`config.mk`:
```
export PLATFORM = sky130hd
export DESIGN_NAME = isp_stack
export DESIGN_NICKNAME = d
export VERILOG_FILES = /design/src/rtl/isp_stack.sv
export SDC_FILE = /design/constraint.sdc
export NUM_CORES = 1
export LEC_CHECK = 0
export BUFFER_PORTS_ARGS = -buffer_cell sky130_fd_sc_hd__buf_2
export CAP_MARGIN = 20
export CORE_MARGIN = 10
export CORE_UTILIZATION = 28
export DETAILED_ROUTE_END_ITERATION = 16
export GPL_TIMING_DRIVEN = 0
export SLEW_MARGIN = 40
export SYNTH_ARGS = -nofsm -noshare
export SYNTH_HDL_FRONTEND = slang
export SYNTH_SLANG_ARGS = --single-unit
export TNS_END_PERCENT = 1
```
`constraint.sdc`:
```
create_clock -name clk -period 4.19 [get_ports clk]
set_clock_uncertainty 0.05 [all_clocks]
set_input_delay 0.6285 -clock clk [delete_from_list [all_inputs] [get_ports clk]]
set_output_delay 0.6285 -clock clk [all_outputs]
set_load 0.02 [all_outputs]
```
`src/rtl/isp_stack.sv`:
```
// -----------------------------------------------------------------------------
// isp_stack -- hardware return-address stack (LIFO) for CALL / RETURN.
//
// Pushes store a return address. The current top-of-stack is always presented
// to the PC mux, so a RETURN can take its target in the same cycle it pops.
// Depth, full/empty and the sticky overflow/underflow flags are all tracked here.
//
// Ports:
//   clk        rising-edge clock
//   rst        asynchronous, active-high reset
//   push       store push_addr on top of stack
//   pop        remove top entry
//   push_addr  return address to store (MINSTW bits)
//   err_clr    synchronous clear of ovf/udf (a new error in the same cycle wins)
//   top        registered top entry, 0 when empty
//   depth      registered number of valid entries, 0..SDEPTH
//   full       depth == SDEPTH
//   empty      depth == 0
//   ovf        sticky: push attempted while full
//   udf        sticky: pop attempted while empty
//
// Optional build macro ISP_WRAP_EN: turns the storage into a circular buffer
// with a base pointer, so a push while full overwrites the oldest entry
// instead of being dropped. ovf is still raised in that case.
// -----------------------------------------------------------------------------
module isp_stack #(
   parameter int MINSTW = 8,
   parameter int SDEPTH = 8,
   localparam int PW = $clog2(SDEPTH + 1)
) (
   input  logic              clk,
   input  logic              rst,
   input  logic              push,
   input  logic              pop,
   input  logic [MINSTW-1:0] push_addr,
   input  logic              err_clr,
   output logic [MINSTW-1:0] top,
   output logic [PW-1:0]     depth,
   output logic              full,
   output logic              empty,
   output logic              ovf,
   output logic              udf
);

   localparam int IW = $clog2(SDEPTH);
   localparam logic [PW-1:0] DEPTH_MAX = PW'(SDEPTH);

   logic [MINSTW-1:0] mem [SDEPTH];

   logic [MINSTW-1:0] top_q, top_d;
   logic [PW-1:0]     depth_q, depth_d;
   logic              ovf_q, ovf_d;
   logic              udf_q, udf_d;
   logic              we;
   logic [PW-1:0]     wr_log, rd_log;
   logic [IW-1:0]     wr_phys, rd_phys;
   logic              full_w, empty_w;

   assign full_w  = (depth_q == DEPTH_MAX);
   assign empty_w = (depth_q == '0);

   // Logical slot numbers, counted from the oldest entry.
   // A push+pop replaces the current top (slot depth-1), or slot 0 when empty.
   // A plain push (including a wrapping push while full) targets slot depth.
   assign wr_log = (push && pop) ? (empty_w ? '0 : depth_q - PW'(1)) : depth_q;
   // A pop exposes the entry below the current top.
   assign rd_log = depth_q - PW'(2);

`ifdef ISP_WRAP_EN
   logic [IW-1:0] base_q, base_d;

   // Logical slot -> physical RAM index, rotated by the base pointer.
   // Inputs never exceed 2*SDEPTH-1, so one conditional subtract suffices.
   function automatic logic [IW-1:0] to_phys(input logic [PW-1:0] lidx,
                                             input logic [IW-1:0] base);
      logic [PW:0] sum;
      sum = {1'b0, lidx} + (PW+1)'(base);
      if (sum >= (PW+1)'(SDEPTH)) begin
         sum = sum - (PW+1)'(SDEPTH);
      end
      return IW'(sum);
   endfunction

   assign wr_phys = to_phys(wr_log, base_q);
   assign rd_phys = to_phys(rd_log, base_q);

   always_ff @(posedge clk or posedge rst) begin
      if (rst) begin
         base_q <= '0;
      end else begin
         base_q <= base_d;
      end
   end
`else
   assign wr_phys = IW'(wr_log);
   assign rd_phys = IW'(rd_log);
`endif

   always_comb begin
      top_d   = top_q;
      depth_d = depth_q;
      ovf_d   = ovf_q;
      udf_d   = udf_q;
      we      = 1'b0;
`ifdef ISP_WRAP_EN
      base_d  = base_q;
`endif
      // Clear first so that an error raised below in the same cycle wins.
      if (err_clr) begin
         ovf_d = 1'b0;
         udf_d = 1'b0;
      end
      case ({push, pop})
         2'b10: begin
            if (!full_w) begin
               we      = 1'b1;
               depth_d = depth_q + PW'(1);
               top_d   = push_addr;
            end else begin
               ovf_d = 1'b1;
`ifdef ISP_WRAP_EN
               // Overwrite the oldest slot (physical index == base) and rotate.
               we     = 1'b1;
               top_d  = push_addr;
               base_d = (base_q == IW'(SDEPTH - 1)) ? '0 : base_q + IW'(1);
`endif
            end
         end
         2'b01: begin
            if (empty_w) begin
               udf_d = 1'b1;
            end else if (depth_q == PW'(1)) begin
               depth_d = '0;
               top_d   = '0;
            end else begin
               depth_d = depth_q - PW'(1);
               top_d   = mem[rd_phys];
            end
         end
         2'b11: begin
            we    = 1'b1;
            top_d = push_addr;
            if (empty_w) begin
               depth_d = PW'(1);
               udf_d   = 1'b1;
            end
         end
         default: ;
      endcase
   end

   always_ff @(posedge clk or posedge rst) begin
      if (rst) begin
         top_q   <= '0;
         depth_q <= '0;
         ovf_q   <= 1'b0;
         udf_q   <= 1'b0;
      end else begin
         top_q   <= top_d;
         depth_q <= depth_d;
         ovf_q   <= ovf_d;
         udf_q   <= udf_d;
      end
   end

   // Entry storage is deliberately not reset; top is forced to 0 when empty.
   always_ff @(posedge clk) begin
      if (we && !rst) begin
         mem[wr_phys] <= push_addr;
      end
   end

   assign top   = top_q;
   assign depth = depth_q;
   assign full  = full_w;
   assign empty = empty_w;
   assign ovf   = ovf_q;
   assign udf   = udf_q;

endmodule

```
==> results.json <==
{
  "crit_fanout": 10,
  "synth-edff-count": 64,
  "postRouteAntennaNets": 0,
  "cp-end-kind": "flip-flop",
  "die_w_um": 131,
  "synth_top_cell_by_area": "edfxtp_1",
  "grt_usage_pct": 9.09,
  "syn_area_per_cell_um2": 15.7,
  "start_kind": "flip-flop",
  "worst_pin_slew_ns": 0.726,
  "io_buffer_count": 26,
  "cp.required_ns": 4.10,
  "synth_ff_type": "edfxtp_1",
  "critPathLaunch": "depth[1]$_DFFE_PP0P_",
  "cts-root-buf": "clkbuf_16",
  "cpMaxStageDelayCell": "nor2_2",
  "ys_warn_count": 0,
  "holdWs_ns": 0.355,
  "num_rows": 40,
  "grt_max_degree": 15,
  "cts_resized": 0,
  "ir_drop_mv": 0.185,
  "finalWirelength_um": 7770,
  "cts_tree": "yes",
  "timing.rr.start": "depth[1]$_DFFE_PP0P_",
  "wire_per_inst_um": 18.0,
  "crit_type": "flip-flop to flip-flop",
  "final_cells": 431,
  "cts_setup_buffers": 0,
  "fin_crit_sh_pct": 76.7,
  "synth.net_count": 240,
  "clkTransAtPathRegs_ns": 0.06,
  "num_io_pins": 29,
  "ys_seq_elements": 78,
  "hpwl_um": 5100,
  "holdBufCountCts": 0,
  "syn_inst": 221,
  "leakage_nw": 1.49,
  "slew_headroom_pct": 51.6,
  "timing.fmax_mhz": 311,
  "drt_first_pass_iters": 4,
  "cts-buffers-inserted": 9,
  "die-area_mm2": 0.0173,
  "crit_chain": "clkbuf_1 > inv_1 > ha_1 > nor2b_1 > nand2_1 > inv_1 > o22ai_1 > nand2_1 > nor2_2",
  "start_util_pct": 28.7,
  "setup_viol": 0,
  "yosysUniqueCellTypes": 42,
  "arrival_ns": 3.12,
  "grt_pass1_wl_um": 12100,
  "drive_above_1_share_pct": 28.1,
  "reg2reg_slack_ns": 0.98,
  "synth_top_area_share_pct": 55.3,
  "rsz0062_at_grt": "false",
  "die_h_um": 131,
  "async_flop_share_pct": 17.9,
  "netlist_area_mm2": 0.00348,
  "insertion_delay_ns": 0.33,
  "place_congestion": 0.784,
  "drt_iter0_drc": 197,
  "synth-seq-area-share_pct": 65.3,
  "area_growth_pct": 18.3,
  "powerDensity_mw_per_mm2": 652,
  "tns_ns": 0,
  "gr-total-overflow": 0,
  "cts_sinks": 78,
  "post-place-cells": 415,
  "antenna_cells": 0,
  "yosys-top-cells-area": "edfxtp_1, dfrtp_1, mux4_2",
  "fin_crit_ns": 3.21,
  "nFillCells": 1202,
  "cpLargestDelayFamily": "simple AND/OR/NAND/NOR gates",
  "grt_pass1_vias": 2091,
  "cts_buffer_depth": 2,
  "core_mm2": 0.0121,
  "drcViolationCount": 0,
  "finalHoldViolations": 0,
  "maxCapViolations": 0,
  "routed-via-count": 2029,
  "critPathMaxStageDelay_ns": 0.53,
  "htree_levels": 3,
  "finish.net_count": 277,
  "grt_antenna_before_repair": 0,
  "multi_input_comb_area_mm2": 0.00105,
  "maxSlewViolCount": 0,
  "hold_path.class": "primary input to async pin",
  "status": "finished clean",
  "cp_num_buf_inv": 3,
  "regArea_mm2": 0.00227,
  "via_per_inst": 4.71
}
==> cells in the mapped netlist (4+ instances only) <==
master and count:
edfxtp_1 64, inv_1 15, dfrtp_1 14, mux4_2 12, clkinv_1 11, nand2_1 11
a221o_1 9, nor2_1 9, o22ai_1 9, ha_1 6, nor2b_1 5, o21ai_0 5
buf_2 4, mux4_1 4, nand3_1 4
==> power breakdown <==
part | internal [mW] | switching (mW) | leakage [nW]
sequential | 0.947 | 0.0540 | 0.748
combinational | 0.407 | 0.563 | 0.606
clock | 0.406 | 0.307 | 0.138
total | 1.76 | 0.924 | 1.49
==> flip-flops by register name, indices dropped and copies added (netlist names) <==
register,count
depth,4
mem,64
ovf,1
top,8
udf,1
==> cell usage in the layout (no fill, tap or decap), types with 2 or more instances in the layout <==
cell,instances
a21boi_0,2
a221o_1,9
nand2_1,11
edfxtp_1,64
clkbuf_1,4
a21o_1,2
ha_1,6
inv_1,15
o311ai_4,2
and3_1,2
a21oi_1,2
o21a_1,2
buf_2,30
dfrtp_1,14
o21ai_0,5
mux4_1,4
clkinv_1,11
a221oi_1,2
mux2_2,2
buf_6,2
nand3_1,4
mux4_2,12
clkinv_4,3
clkbuf_16,9
nand2b_1,2
o22ai_1,9
nor2b_1,5
clkinv_2,2
nor2_2,8
==> per-stage QoR <==
step	instance area [µm²]	power, mW	worst slack (ns)	util (%)
after floorplan	3480	1.73	1.44	-
after global placement	3820	1.98	0.767	31.5
after detailed placement	3840	2.00	0.943	31.7
after global routing	4120	2.85	0.648	34.0
after CTS	4120	2.72	0.920	34.0
final	4120	2.68	0.977	34.0
==> final timing paths <==
check                      cells after the start              endpoint
max reg2reg                                    9   mem[3][4]$_DFFE_PP_
min reg2reg                                    1    top[0]$_DFFE_PP0P_
max in group asynchronous                      2    top[6]$_DFFE_PP0P_
min in group clk                               2         udf$_DFF_PP0_
min                                            2  depth[0]$_DFFE_PP0P_
max                                            9   mem[3][4]$_DFFE_PP_
==> cell type report <==
class	instances	share of cell area, %
buffer	11	1.89
sequential	78	55.2
multi-input combinational	106	25.5
timing repair buffer	26	3.16
inverter	26	2.37
clock inverter	6	1.16
clock buffer	10	5.56
tap	168	5.11
==> routing by layer <==
metal	wire length (µm)	part of all wire, %	track usage, %
met1	3410	44	11.7
met5	0	0	0
met2	3670	47	13.7
met4	39	0.50	2.97
met3	643	8.3	3.43
==> worst reg2reg max path, stage by stage, from the launching register on <==
cell and delay, ns:
dfrtp_1 0.42, clkbuf_1 0.48, inv_1 0.23, ha_1 0.32, nor2b_1 0.21, nand2_1 0.17, inv_1 0.10, o22ai_1 0.17
nand2_1 0.17, nor2_2 0.53
==> kinds of logic (layout without fill, tap and decap cells) <==
group	Yosys count	after routing	synth area share [%]
AO/OA/AOI/OAI	43	43	10.4
adder cells (fa/ha/maj)	6	6	2.16
buffers and inverters	37	79	5.04
flip-flops	78	78	65.3
multiplexers	19	19	11.7
AND/OR/NAND/NOR	38	38	5.32
Power figures use the tool's default switching activity.
